--- src/rtl/tone_detect.sv ---
// Rising-edge period meter for a square-wave tone, classifying the period as note C/D/E/F.
// Optional macro TONE_DETECT_CONFIRM_EN: note_id changes only after two matching classifications.
`timescale 1ns/1ps
module tone_detect #(
  parameter int unsigned CLKSPEED  = 100000000,
  parameter int unsigned CNT_W     = 21,
  parameter int unsigned TOL_SHIFT = 6,
  parameter int unsigned TIMEOUT   = 1000000
) (
  input  logic             CLK100MHZ,
  input  logic             rst_n,
  input  logic             tone_in,
  output logic [CNT_W-1:0] period_out,
  output logic             period_strobe,
  output logic [2:0]       note_id,
  output logic             tone_present
);

  localparam int unsigned P_C = CLKSPEED / 262;
  localparam int unsigned P_D = CLKSPEED / 294;
  localparam int unsigned P_E = CLKSPEED / 330;
  localparam int unsigned P_F = CLKSPEED / 349;

  localparam logic [CNT_W-1:0] C_LO = CNT_W'(P_C - (P_C >> TOL_SHIFT));
  localparam logic [CNT_W-1:0] C_HI = CNT_W'(P_C + (P_C >> TOL_SHIFT));
  localparam logic [CNT_W-1:0] D_LO = CNT_W'(P_D - (P_D >> TOL_SHIFT));
  localparam logic [CNT_W-1:0] D_HI = CNT_W'(P_D + (P_D >> TOL_SHIFT));
  localparam logic [CNT_W-1:0] E_LO = CNT_W'(P_E - (P_E >> TOL_SHIFT));
  localparam logic [CNT_W-1:0] E_HI = CNT_W'(P_E + (P_E >> TOL_SHIFT));
  localparam logic [CNT_W-1:0] F_LO = CNT_W'(P_F - (P_F >> TOL_SHIFT));
  localparam logic [CNT_W-1:0] F_HI = CNT_W'(P_F + (P_F >> TOL_SHIFT));
  localparam logic [CNT_W-1:0] TIMEOUT_C = CNT_W'(TIMEOUT);

  typedef enum logic [0:0] {IDLE = 1'b0, MEASURE = 1'b1} state_t;

  state_t           state_q, state_d;
  logic             sync1_q, sync2_q, prev_q;
  logic             rise;
  logic [CNT_W-1:0] counter_q, counter_d;
  logic [CNT_W-1:0] period_q, period_d;
  logic             strobe_q, strobe_d;
  logic [2:0]       note_q, note_d;
  logic             present_q, present_d;
  logic [2:0]       class_s;
`ifdef TONE_DETECT_CONFIRM_EN
  logic [2:0]       prev_class_q, prev_class_d;
`endif

  // Lowest note id wins if windows ever overlap.
  function automatic logic [2:0] classify(input logic [CNT_W-1:0] p);
    if (p >= C_LO && p <= C_HI) begin
      return 3'd1;
    end else if (p >= D_LO && p <= D_HI) begin
      return 3'd2;
    end else if (p >= E_LO && p <= E_HI) begin
      return 3'd3;
    end else if (p >= F_LO && p <= F_HI) begin
      return 3'd4;
    end else begin
      return 3'd0;
    end
  endfunction

  assign rise    = sync2_q & ~prev_q;
  assign class_s = classify(counter_q);

  always_ff @(posedge CLK100MHZ) begin
    if (!rst_n) begin
      sync1_q   <= 1'b0;
      sync2_q   <= 1'b0;
      prev_q    <= 1'b0;
      state_q   <= IDLE;
      counter_q <= '0;
      period_q  <= '0;
      strobe_q  <= 1'b0;
      note_q    <= 3'd0;
      present_q <= 1'b0;
`ifdef TONE_DETECT_CONFIRM_EN
      prev_class_q <= 3'd0;
`endif
    end else begin
      sync1_q   <= tone_in;
      sync2_q   <= sync1_q;
      prev_q    <= sync2_q;
      state_q   <= state_d;
      counter_q <= counter_d;
      period_q  <= period_d;
      strobe_q  <= strobe_d;
      note_q    <= note_d;
      present_q <= present_d;
`ifdef TONE_DETECT_CONFIRM_EN
      prev_class_q <= prev_class_d;
`endif
    end
  end

  always_comb begin
    state_d = state_q;
    case (state_q)
      IDLE: begin
        if (rise) begin
          state_d = MEASURE;
        end else begin
          state_d = IDLE;
        end
      end
      MEASURE: begin
        if (!rise && counter_q == TIMEOUT_C) begin
          state_d = IDLE;
        end else begin
          state_d = MEASURE;
        end
      end
      default: state_d = IDLE;
    endcase
  end

  // A rising edge always beats the timeout, so a period of exactly TIMEOUT is still reported.
  always_comb begin
    counter_d = counter_q;
    period_d  = period_q;
    strobe_d  = 1'b0;
    note_d    = note_q;
`ifdef TONE_DETECT_CONFIRM_EN
    prev_class_d = prev_class_q;
`endif
    case (state_q)
      IDLE: begin
        if (rise) begin
          counter_d = CNT_W'(1);
        end else begin
          counter_d = '0;
        end
      end
      MEASURE: begin
        if (rise) begin
          counter_d = CNT_W'(1);
          period_d  = counter_q;
          strobe_d  = 1'b1;
`ifdef TONE_DETECT_CONFIRM_EN
          if (class_s == prev_class_q) begin
            note_d = class_s;
          end else begin
            note_d = note_q;
          end
          prev_class_d = class_s;
`else
          note_d = class_s;
`endif
        end else if (counter_q == TIMEOUT_C) begin
          counter_d = '0;
          note_d    = 3'd0;
`ifdef TONE_DETECT_CONFIRM_EN
          prev_class_d = 3'd0;
`endif
        end else begin
          counter_d = counter_q + CNT_W'(1);
        end
      end
      default: begin
        counter_d = '0;
      end
    endcase
    present_d = (note_d != 3'd0);
  end

  assign period_out    = period_q;
  assign period_strobe = strobe_q;
  assign note_id       = note_q;
  assign tone_present  = present_q;

endmodule

--- config.mk ---
export PLATFORM = sky130hd
export DESIGN_NAME = tone_detect
export DESIGN_NICKNAME = d
export VERILOG_FILES = /design/src/rtl/tone_detect.sv
export SDC_FILE = /design/constraint.sdc
export NUM_CORES = 1
export LEC_CHECK = 0
export BUFFER_PORTS_ARGS = -buffer_cell sky130_fd_sc_hd__buf_4
export CORE_ASPECT_RATIO = 1.1
export CORE_UTILIZATION = 45
export CTS_CLUSTER_DIAMETER = 60
export DETAILED_ROUTE_END_ITERATION = 12
export GPL_ROUTABILITY_DRIVEN = 1
export GPL_TIMING_DRIVEN = 0
export PLACE_DENSITY = 0.62
export SETUP_SLACK_MARGIN = 0.5
export SLEW_MARGIN = 20
export SYNTH_ARGS = -nofsm -noshare
export SYNTH_HDL_FRONTEND = slang
export SYNTH_SLANG_ARGS = --single-unit
--- constraint.sdc ---
create_clock -name CLK100MHZ -period 2.4 [get_ports CLK100MHZ]
set_input_delay 0.36 -clock CLK100MHZ [delete_from_list [all_inputs] [get_ports CLK100MHZ]]
set_output_delay 0.36 -clock CLK100MHZ [all_outputs]
set_load 0.02 [all_outputs]
== Word level (Yosys, flattened, before mapping) ==
Index checks and enable logic that the tools add are counted.

* Bits in registers: 51
* Input port bits: 3
* Word-level logic and storage cells: 45

* Add/subtract/negate cells: 1
* Order comparisons: 8
* Equal/unequal tests: 1
* Mux-type cells: 14
* Bitwise gates (word level): 3
* Reduce and logical (&&, ||, !) cells: 9

{| class="wikitable"
|+ Operators by type and width
! operator !! number
|-
| 21-bit by 19-bit greater-or-equal comparator with 1-bit output, second input constant || 4
|-
| 21-bit by 19-bit <= comparator with 1-bit output, second input constant || 4
|-
| 21-bit two-way mux || 2
|-
| 21-bit case mux with 2 select lines || 1
|-
| 21-bit by 1-bit adder with 21-bit output, second input constant || 1
|-
| 21-bit by 20-bit equality test with 1-bit output, second input constant || 1
|-
| 3-bit two-way mux || 7
|-
| 1-bit logical AND || 5
|-
| 2-bit AND reduction || 2
|-
| 1-bit two-way mux || 3
|-
| 3-bit nonzero test || 1
|-
| 1-bit NOT || 2
|-
| 1-bit case mux with 2 select lines || 1
|-
| 1-bit bitwise AND || 1
|-
| 1-bit zero test || 1
|}

== Longest topological paths before layout ==
Gate-level depths: netlist of the first run.

* Depth after elaboration: 9
* Depth in mapped cells: 9
* Mapped depth without buffers: 8

== Least setup slack after synthesis of the first run ==
No wires, ideal clock.

* Path type: register -> register
* From: register counter_q[13]
* To: register present_q, in the netlist tone_present
* Library setup time: 0.128 ns
* Data arrival time: 2.051 ns
* Required time: 2.272 ns
* Slack: 0.221 ns
* Cell stages (with the launch flop): 8
* Period minus slack after synthesis: 2.179 ns
* Cells stage by stage: dfxtp_1 -> buf_2 -> or4b_1 -> or4_1 -> o21ai_2 -> a21oi_1 -> or3_4 -> nand4bb_1

* Word-level cells in the longest chain between the ends: 9
* Elaborated cells on any way between the ends: 21
* Those cells by class: order compare: 8; eq/ne: 1; mux: 7; reduce/logical: 5

{| class="wikitable"
|+ Ends and longest elaborated chain
! element !! RTL line !! RTL
|-
| start, declared || 39 || <nowiki>logic [CNT_W-1:0] counter_q, counter_d;</nowiki>
|-
| start signal, assigned || 86 || <nowiki>counter_q <= counter_d;</nowiki>
|-
| 21-bit by 19-bit greater-or-equal comparator with 1-bit output / 21-bit by 19-bit <= comparator with 1-bit output (equally long branches) || 57 || <nowiki>end else if (p >= F_LO && p <= F_HI) begin</nowiki>
|-
| 1-bit logical AND || 57 ||
|-
| 3-bit two-way mux || 57 ||
|-
| 3-bit two-way mux || 55 || <nowiki>end else if (p >= E_LO && p <= E_HI) begin</nowiki>
|-
| 3-bit two-way mux || 53 || <nowiki>end else if (p >= D_LO && p <= D_HI) begin</nowiki>
|-
| 3-bit two-way mux || 51 || <nowiki>if (p >= C_LO && p <= C_HI) begin</nowiki>
|-
| 3-bit two-way mux * || 136 || <nowiki>if (rise) begin</nowiki>
|-
| 3-bit two-way mux * || 127 || <nowiki>case (state_q)</nowiki>
|-
| 3-bit nonzero test * || 164 || <nowiki>present_d = (note_d != 3'd0);</nowiki>
|-
| end signal, assigned || 90 || <nowiki>present_q <= present_d;</nowiki>
|-
| end, declared || 43 || <nowiki>logic present_q, present_d;</nowiki>
|}

Every way passes the cells marked *; elsewhere a longest branch is shown, timed or not.
A chain may end at the register's enable or synchronous reset.

== Final worst setup path of the first run ==
Ends and elaborated chain as after synthesis.

==> run metrics, run 1 <==
status=finished, final reports clean; Final Max Slew Viols=0; synthesized area=0.002799 mm^2; RSZ-0062 raised after global routing=true; placed cells=446; Vias=2,684; most frequent cell after synthesis=nand2_1; Root Buffer=clkbuf_8; final setup vio count=0; Final Skew=12.24 ps; Clock Path Buffers=2; max_cap viols=0; leak pwr=0.001198 uW; net total in the final layout=387; DP HPWL=5339 um; 1st-pass router iterations=8; number of synthesized flops with an enable pin=0; Syn Nets=347; Ys Warns=0; main flop type after synthesis=dfxtp_1; R2R setup slack=90 ps; Yosys reg bits=51; Area Overhead vs Synth=19.94%; Worst Setup Start Kind=register; measured slew at the worst slew-check pin=747.1 ps; port bufs=28; total track usage=24.37%; Starting Density=47.62%; Diodes inserted=0; final setup TNS=0 ps; initial antenna violation count=0; Slew headroom=49.49%; Achievable Freq=0.4328 GHz; reg-to-reg endpoint=tone_present; Vias per Instance=5.847; Critical Path RT=2590 ps; peak supply drop=0.2798 mV; final core utilization=57.11%; Non-Filler Instances=459; CP Data Arrival Time=2500 ps; H-tree Lvls=2; layout cells sized above 1=25.65%; WHS=245.2 ps; vias in the first global route=2,508; top cells by area, synth=dfxtp_1 (36%), nand2_1 (7.9%), a21boi_0 (6.4%), nor2_1 (4.4%), xnor2_1 (4.1%); async set or reset register ratio after synthesis=0%; PD cells=426.4 mW/mm^2; CTS Hold Bufs=0; # DRC=0; critical path class=reg2reg; core area=0.005878 mm^2; total CTS buffers=5; ANT nets after route=0; DR WL/cell=16.95 um; WL final=7780 um; period utilization=96.28%; gpl congestion=0.9573; class of the worst hold path=in2reg; clk_lat worst skew=310 ps; post-synthesis sequential area ratio=36.48%; CTS tree=built; Endpoint, Worst Hold=sync1_q; first-pass GRT wire length=12,630 um; # clock sinks=51; hold depth=2; Die ar.=0.006540 mm^2; Ports=29; Reg-to-Reg Start=counter_q[13]; Reg clk slew, reported paths=100 ps; min Tclk post-route=2311 ps; Mean Syn Cell Area=8.208 um^2; Cells after Synth=341; CP max FO=2; Initial DRC Count=200; Chip Width=77.20 um; Worst Hold Launch=tone_in; FF-to-FF path depth=7; largest net degree at the start of global routing=17; Setup crit end kind=register; Yosys top cell area share=36.48%; Die H=84.72 um; synth unique cells=66; post-synth top area cell=dfxtp_1; Hold Vio Cnt, Final=0; total gr overflow=0; # rows=29; top post-synthesis cells by count=nand2_1 (59), dfxtp_1 (51), nor2_1 (33)
==> sequential cells by signal (all words and copies together), names as in the netlist <==
signal,count
period_out,21
tone_present,1
state_q,1
sync1_q,1
note_id,3
period_strobe,1
counter_q,21
sync2_q,1
prev_q,1
==> kinds of logic (layout without fill, tap and decap cells) <==
kind of cell	count (synthesis)	after routing	synth area share (%)
DFF	51	51	36.48
xor gates and xnor gates	19	19	5.945
and+or+nand+nor	163	163	29.42
buffers and inverters	40	81	8.449
AOI/OAI and AO/OA	65	65	18.37
adders and majority gates	3	3	1.341
==> repair_timing <==
item                                    in CTS  in global routing
endpoints found under the setup margin      26                 26
pin swaps                                    4                  0
buffers inserted                             3                  2
gates resized for setup                     20                 16
==> area by class of cell <==
class / count / area, um^2
Buffer: 31 / 237.7
Clock buffer: 6 / 82.58
Clock inverter: 2 / 13.76
Fill cell: 572 / 2521
Inverter: 9 / 33.78
Multi-Input combinational cell: 250 / 1610
Sequential cell: 51 / 1035
Tap cell: 77 / 96.34
Timing Repair Buffer: 33 / 247.7
==> how the worst max path moves through the flow <==
| stage | start | endpoint | slack (ps) |
|---|---|---|---|
| final | counter_q[13] | tone_present | 90 |
| after global routing | counter_q[13] | tone_present | 40 |
| after CTS | counter_q[13] | tone_present | 100 |
| after detailed placement | counter_q[2] | counter_q[19] | -20 |
| after global placement | counter_q[7] | counter_q[19] | -20 |
| after floorplan | counter_q[13] | tone_present | 220 |
==> layer usage <==
layer	global-route usage, %	routed length (um)
met1	32.38	3585
met2	39.58	3639
met3	4.348	402
met4	8.405	153
met5	0	0
==> power by group <==
| group | switching [uW] | total (uW) | internal, uW |
|---|---|---|---|
| Combinational | 19.7 | 33.8 | 14.2 |
| Clock | 308 | 545 | 237 |
| Sequential | 4.37 | 852 | 848 |
==> worst max-delay path, cell delays in order (launching register included) <==
cell       delay, ps
dfxtp_2          330
buf_6            110
or4b_4           510
or4_4            450
o21ai_2          150
a21oi_1           90
or3_4            380
nand4bb_1        190
==> cells in the final DEF (no fill, tap or decap), types with 5 or more instances in the layout <==
cell type  netlist  final
nor2_1          33     33
xor2_1           6      6
nor3_1           9      7
nand2_1         59     59
dfxtp_1         51     44
inv_1            9      8
buf_4            2     37
dfxtp_2          0      5
nand3_1         16     16
xnor2_1         13     13
clkbuf_2         2      6
clkbuf_8         6     13
a31oi_1          5      5
clkbuf_1        11      7
a21boi_0        24     24
==> per-stage QoR <==
step / worst slack (ps) / area, um^2 / total power [uW]
after floorplan: 220.6 / 2815 / 893.4
after global placement: -20.86 / 3122 / 905.5
after detailed placement: -20.74 / 3122 / 906.4
after CTS: 98.01 / 3309 / 1439
after global routing: 41.16 / 3357 / 1478
final: 89.22 / 3357 / 1432
Power figures use the tool's default switching activity.
==> inputs of run 2 (changes only) <==
- CORE_ASPECT_RATIO: 1.1 -> 2
- GPL_TIMING_DRIVEN: 0 -> not set
==> run metrics, run 2 (synthesis gave the netlist of run 1 again) <==
# DRC=2 (was 0); Setup crit end kind=register (unchanged); core area=0.006006 mm^2 (was 0.005878 mm^2); CP max FO=2 (unchanged); Area Overhead vs Synth=22.71% (was 19.94%); clk_lat worst skew=290 ps (was 310 ps); Die H=113.5 um (was 84.72 um); Sw Ratio=20.80% (was 23.23%); Slowest cell on crit path=or4b_1 (was or4b_4); Die ar.=0.006558 mm^2 (was 0.006540 mm^2); violated checks=DRC; Initial DRC Count=92 (was 200); Ports=29 (unchanged); CP Capture Point=tone_present (unchanged); CTS tree=built (unchanged); most frequent cells in the layout=nand2_1 (59), buf_4 (58), dfxtp_1 (46), nor2_1 (33), a21boi_0 (23) (was nand2_1 (59), dfxtp_1 (44), buf_4 (37), nor2_1 (33), a21boi_0 (24)); critical path class=reg2reg (unchanged); Final Skew=5.154 ps (was 12.24 ps); Vias per Instance=5.802 (was 5.847); final setup TNS=0 ps (unchanged); logic gate share of total power=2.7% (was 2.4%); Clock Path Buffers=2 (unchanged); layout cells sized above 1=27.56% (was 25.65%); Worst Setup Start Kind=register (unchanged); DR WL/cell=17.96 um (was 16.95 um); class of the worst hold path=in2reg (unchanged); min Tclk post-route=2243 ps (was 2311 ps); Reg-to-Reg Start=counter_q[12] (was counter_q[13]); ANT nets after route=0 (unchanged); # rows=40 (was 29); peak supply drop=0.4405 mV (was 0.2798 mV); CP Cell Sequence=or4b_1 -> or4_4 -> o21ai_4 -> a21oi_1 -> or3_4 -> nand4bb_1 (was buf_6 -> or4b_4 -> or4_4 -> o21ai_2 -> a21oi_1 -> or3_4 -> nand4bb_1); Slew headroom=51.67% (was 49.49%); CP bufs+invs=0 (was 1); Achievable Freq=0.4458 GHz (was 0.4328 GHz); CP Data Arrival Time=2410 ps (was 2500 ps); first-pass GRT wire length=12,850 um (was 12,630 um); DP HPWL=5672 um (was 5339 um); Vias=2,576 (was 2,684); Internal=1286 uW (was 1099 uW); final setup vio count=0 (unchanged); largest net degree at the start of global routing=30 (was 17); Chip Width=57.77 um (was 77.20 um); Diodes inserted=0 (unchanged); Sequential Power Share=52.5% (was 59.5%); reg-to-reg endpoint=tone_present (unchanged); measured slew at the worst slew-check pin=723.2 ps (was 747.1 ps); # clock sinks=51 (unchanged); clock power share=44.8% (was 38.1%); Switching Power=337.9 uW (was 332.5 uW); Final Max Slew Viols=0 (unchanged); WL final=7976 um (was 7780 um); CP Depth=6 (was 7); Hold Vio Cnt, Final=0 (unchanged); initial antenna violation count=0 (unchanged); port bufs=28 (unchanged); leak pwr=0.001256 uW (was 0.001198 uW); total track usage=25.58% (was 24.37%); FF-to-FF path depth=6 (was 7); H-tree Lvls=2 (unchanged); Reg clk slew, reported paths=70 ps (was 100 ps); CP delay by family, top=simple AND/OR/NAND/NOR gates (unchanged); period utilization=93.47% (was 96.28%); R2R setup slack=160 ps (was 90 ps); Root Buffer=clkbuf_16 (was clkbuf_8); gpl congestion=0.9600 (was 0.9573); PD cells=472.9 mW/mm^2 (was 426.4 mW/mm^2); Worst Setup SP=counter_q[12] (was counter_q[13]); commonest non-fill, non-tap cell in the layout=nand2_1 (unchanged); status=complete, but fails checks (was finished, final reports clean); Layout fillers=571 (was 572); RSZ-0062 raised after global routing=true (unchanged); vias in the first global route=2,540 (was 2,508); Final WS setup=156.7 ps (was 89.22 ps); Critical Path RT=2570 ps (was 2590 ps); total CTS buffers=5 (unchanged); 1st-pass router iterations=8 (unchanged); net total in the final layout=386 (was 387); CP peak stage delay=530 ps (was 510 ps); max_cap viols=0 (unchanged); Starting Density=46.60% (was 47.62%); pre-CTS setup slack=119.4 ps (was -20.74 ps); total gr overflow=0 (unchanged)
-- run 2: layer usage --
| metal | up-vias | wire length (um) | GRT usage [%] |
|---|---|---|---|
| li1 | 1260 | - | - |
| met1 | 1206 | 2920 | 27.84 |
| met2 | 79 | 4246 | 45.97 |
| met3 | 31 | 288 | 3.968 |
| met4 | 0 | 520 | 13.81 |
| met5 | - | 0 | 0 |
-- run 2: area by class of cell --
type	instances	area (um^2)	area share, %
Timing Repair Buffer	63	528.0	15.37
Inverter	9	33.78	0.9836
Tap cell	63	78.83	2.295
Multi-Input combinational cell	250	1610	46.89
Clock inverter	1	8.758	0.2550
Sequential cell	51	1032	30.05
Clock buffer	7	142.6	4.153
-- run 2: timing repair --
item | 4_1_cts | 5_1_grt
cloned | 0 | 3
setup buffers | 3 | 1
hold buffers | 0 | 0
setup endpoints to repair | 25 | 26
gates resized for setup | 9 | 15
pin swaps | 5 | 3
-- run 2: worst min-delay path by stage --
| stage | from | endpoint | cells past startpoint |
|---|---|---|---|
| 3_5_place_dp | sync1_q | sync2_q | 1 |
| 5_1_grt | tone_in | sync1_q | 2 |
| 3_3_place_gp | sync1_q | sync2_q | 1 |
| 6_report | tone_in | sync1_q | 2 |
| 4_1_cts | tone_in | sync1_q | 2 |
| 2_1_floorplan | sync1_q | sync2_q | 1 |
-- run 2: metrics by stage --
step	utilization [%]	hold WS (ps)	cell area (um^2)	std cells	total power [uW]
CTS	55.17	270.0	3313	440	1636
global route	57.19	266.9	3435	444	1682
finish	57.19	275.5	3435	444	1624
detailed placement	51.92	422.6	3118	429	906.9
floorplan	-	411.9	2815	341	893.4
global placement	51.92	413.3	3118	429	906.6
-- run 2: power groups by stage --
stage,clock [uW],combinational [uW],sequential [uW]
finish,728,44.2,852
global route,783,47.5,852
CTS,749,34.0,852
detailed placement,0,33.9,873
global placement,0,33.7,873
floorplan,0,21.3,872
-- run 2: worst reg2reg max path: stages (launching register included) --
cell and delay (ps):
dfxtp_1 310, or4b_1 530, or4_4 480, o21ai_4 140, a21oi_1 80, or3_4 390
nand4bb_1 180
==> inputs of run 3 (changes only) <==
- PLACE_DENSITY: 0.62 -> 0.64
- clock period: 2.4 -> 1.94 ns (I/O delays scaled with it)
==> run metrics, run 3 (synthesis gave the netlist of run 1 again) <==
CP delay by family, top=simple AND/OR/NAND/NOR gates (unchanged); pre-CTS setup slack=-303.1 ps (was 119.4 ps); Initial DRC Count=126 (was 92); total CTS buffers=5 (unchanged); peak supply drop=0.5478 mV (was 0.4405 mV); Chip Width=57.77 um (unchanged); H-tree Lvls=2 (unchanged); WHS=197.7 ps (was 275.5 ps); CP peak stage delay=560 ps (was 530 ps); 1st-pass router iterations=8 (unchanged); Die H=113.5 um (unchanged); Slowest cell on crit path=or4b_4 (was or4b_1); violated checks=DRC, setup timing (was DRC); final core utilization=61.00% (was 57.19%); CP Cell Sequence=or4b_4 -> or4_4 -> o21ai_2 -> a21oi_1 -> or3_4 -> nand4bb_1 (was or4b_1 -> or4_4 -> o21ai_4 -> a21oi_1 -> or3_4 -> nand4bb_1); Layout fillers=591 (was 571); commonest non-fill, non-tap cell in the layout=buf_4 (was nand2_1); class of the worst hold path=in2reg (unchanged); Area Overhead vs Synth=30.89% (was 22.71%); largest net degree at the start of global routing=30 (unchanged); Critical Path RT=2120 ps (was 2570 ps); leak pwr=0.001418 uW (was 0.001256 uW); Final Skew=7.118 ps (was 5.154 ps); Die ar.=0.006558 mm^2 (unchanged); Vias per Instance=5.733 (was 5.802); CP max FO=2 (unchanged); total track usage=26.62% (was 25.58%); Hold Vio Cnt, Final=0 (unchanged); CTS tree=built (unchanged); Setup crit end kind=register (unchanged); critical path class=reg2reg (unchanged); measured slew at the worst slew-check pin=704.8 ps (was 723.2 ps); area of the multi-input gates=0.001632 mm^2 (was 0.001610 mm^2); Non-Filler Instances=475 (was 444); DP HPWL=6218 um (was 5672 um); layout cells sized above 1=32.04% (was 27.56%); Ports=29 (unchanged); port bufs=28 (unchanged); ANT nets after route=0 (unchanged); DR WL/cell=17.19 um (was 17.96 um); final setup vio count=25 (was 0); Diodes inserted=0 (unchanged); placed cells=466 (was 429); Vias=2,723 (was 2,576); Final Max Slew Viols=0 (unchanged); Starting Density=46.60% (unchanged); most frequent cells in the layout=buf_4 (92), nand2_1 (59), dfxtp_1 (48), nor2_1 (33), a21boi_0 (23) (was nand2_1 (59), buf_4 (58), dfxtp_1 (46), nor2_1 (33), a21boi_0 (23)); PD cells=580.8 mW/mm^2 (was 472.9 mW/mm^2); # clock sinks=51 (unchanged); Reg clk slew, reported paths=70 ps (about the same); core area=0.006006 mm^2 (unchanged); gpl congestion=1.019 (was 0.9600); first-pass GRT wire length=13,120 um (was 12,850 um); Final WS setup=-269.9 ps (was 156.7 ps); CP bufs+invs=0 (unchanged); status=complete, but fails checks (unchanged); clk_lat worst skew=300 ps (was 290 ps); Root Buffer=clkbuf_16 (unchanged); finished layout cell area=0.003664 mm^2 (was 0.003435 mm^2); Register Area=0.001025 mm^2 (was 0.001032 mm^2); Clock Path Buffers=2 (unchanged); total gr overflow=0 (unchanged); period utilization=113.9% (was 93.47%); min Tclk post-route=2210 ps (was 2243 ps); placed instance area=0.003396 mm^2 (was 0.003118 mm^2); net total in the final layout=417 (was 386); RSZ-0062 raised after global routing=true (unchanged); initial antenna violation count=0 (unchanged); CP Data Arrival Time=2390 ps (was 2410 ps); vias in the first global route=2,655 (was 2,540); max_cap viols=0 (unchanged); Worst Setup Start Kind=register (unchanged); # DRC=2 (unchanged); Achievable Freq=0.4525 GHz (was 0.4458 GHz); Slew headroom=52.90% (was 51.67%); WL final=8165 um (was 7976 um); # rows=40 (unchanged)
==> run 3: cell types whose count changed in the layout (fill, tap and decap cells not counted), sizes merged <==
cell / delta
clkbuf: -4
buf: +33
inv: +1
bufinv: +1
==> run 3: routing by layer <==
metal | wire length, um | vias to the layer above | part of all wire (%) | GRT usage [%]
li1 | - | 1321 | - | -
met1 | 2945 | 1274 | 36 | 27.14
met2 | 4320 | 95 | 53 | 46.51
met3 | 329 | 33 | 4.0 | 3.968
met4 | 569 | 0 | 7.0 | 21.43
met5 | 0 | - | 0 | 0
==> run 3: worst paths after layout <==
kind                            slack, ps  depth (start not counted)           from      endpoint
worst min register to register        440                          1        sync1_q       sync2_q
worst max register to register       -270                          6  counter_q[12]  tone_present
worst max-delay path                 -270                          6  counter_q[12]  tone_present
worst min-delay path                  200                          2        tone_in       sync1_q
==> run 3: repair_timing <==
action,in CTS,in global routing
resized for setup,6,12
pin swaps,6,2
endpoints found under the setup margin,26,47
hold buffers,0,0
setup buffers,1,0
==> run 3: stage by stage <==
step	power [uW]	setup TNS, ps
finish	2128	-2940
global route	2199	-6274
floorplan	1105	-1174
global placement	1129	-4467
detailed placement	1129	-4319
CTS	2154	-3351
==> run 3: area by class of cell <==
cell class / count / share of cell area, %
inverters: 9 / 0.9221
flip-flops and latches: 51 / 27.97
multi-input cells: 250 / 44.54
repair buffers: 94 / 19.71
clock buffers: 5 / 3.415
well taps: 63 / 2.152
clock inverters: 3 / 1.298
==> run 3: power breakdown <==
group	total, uW	internal, uW	switching (uW)
Clock	1020	616	408
Combinational	49.9	24.6	25.4
Sequential	1050	1050	3.23
Total	2130	1690	436
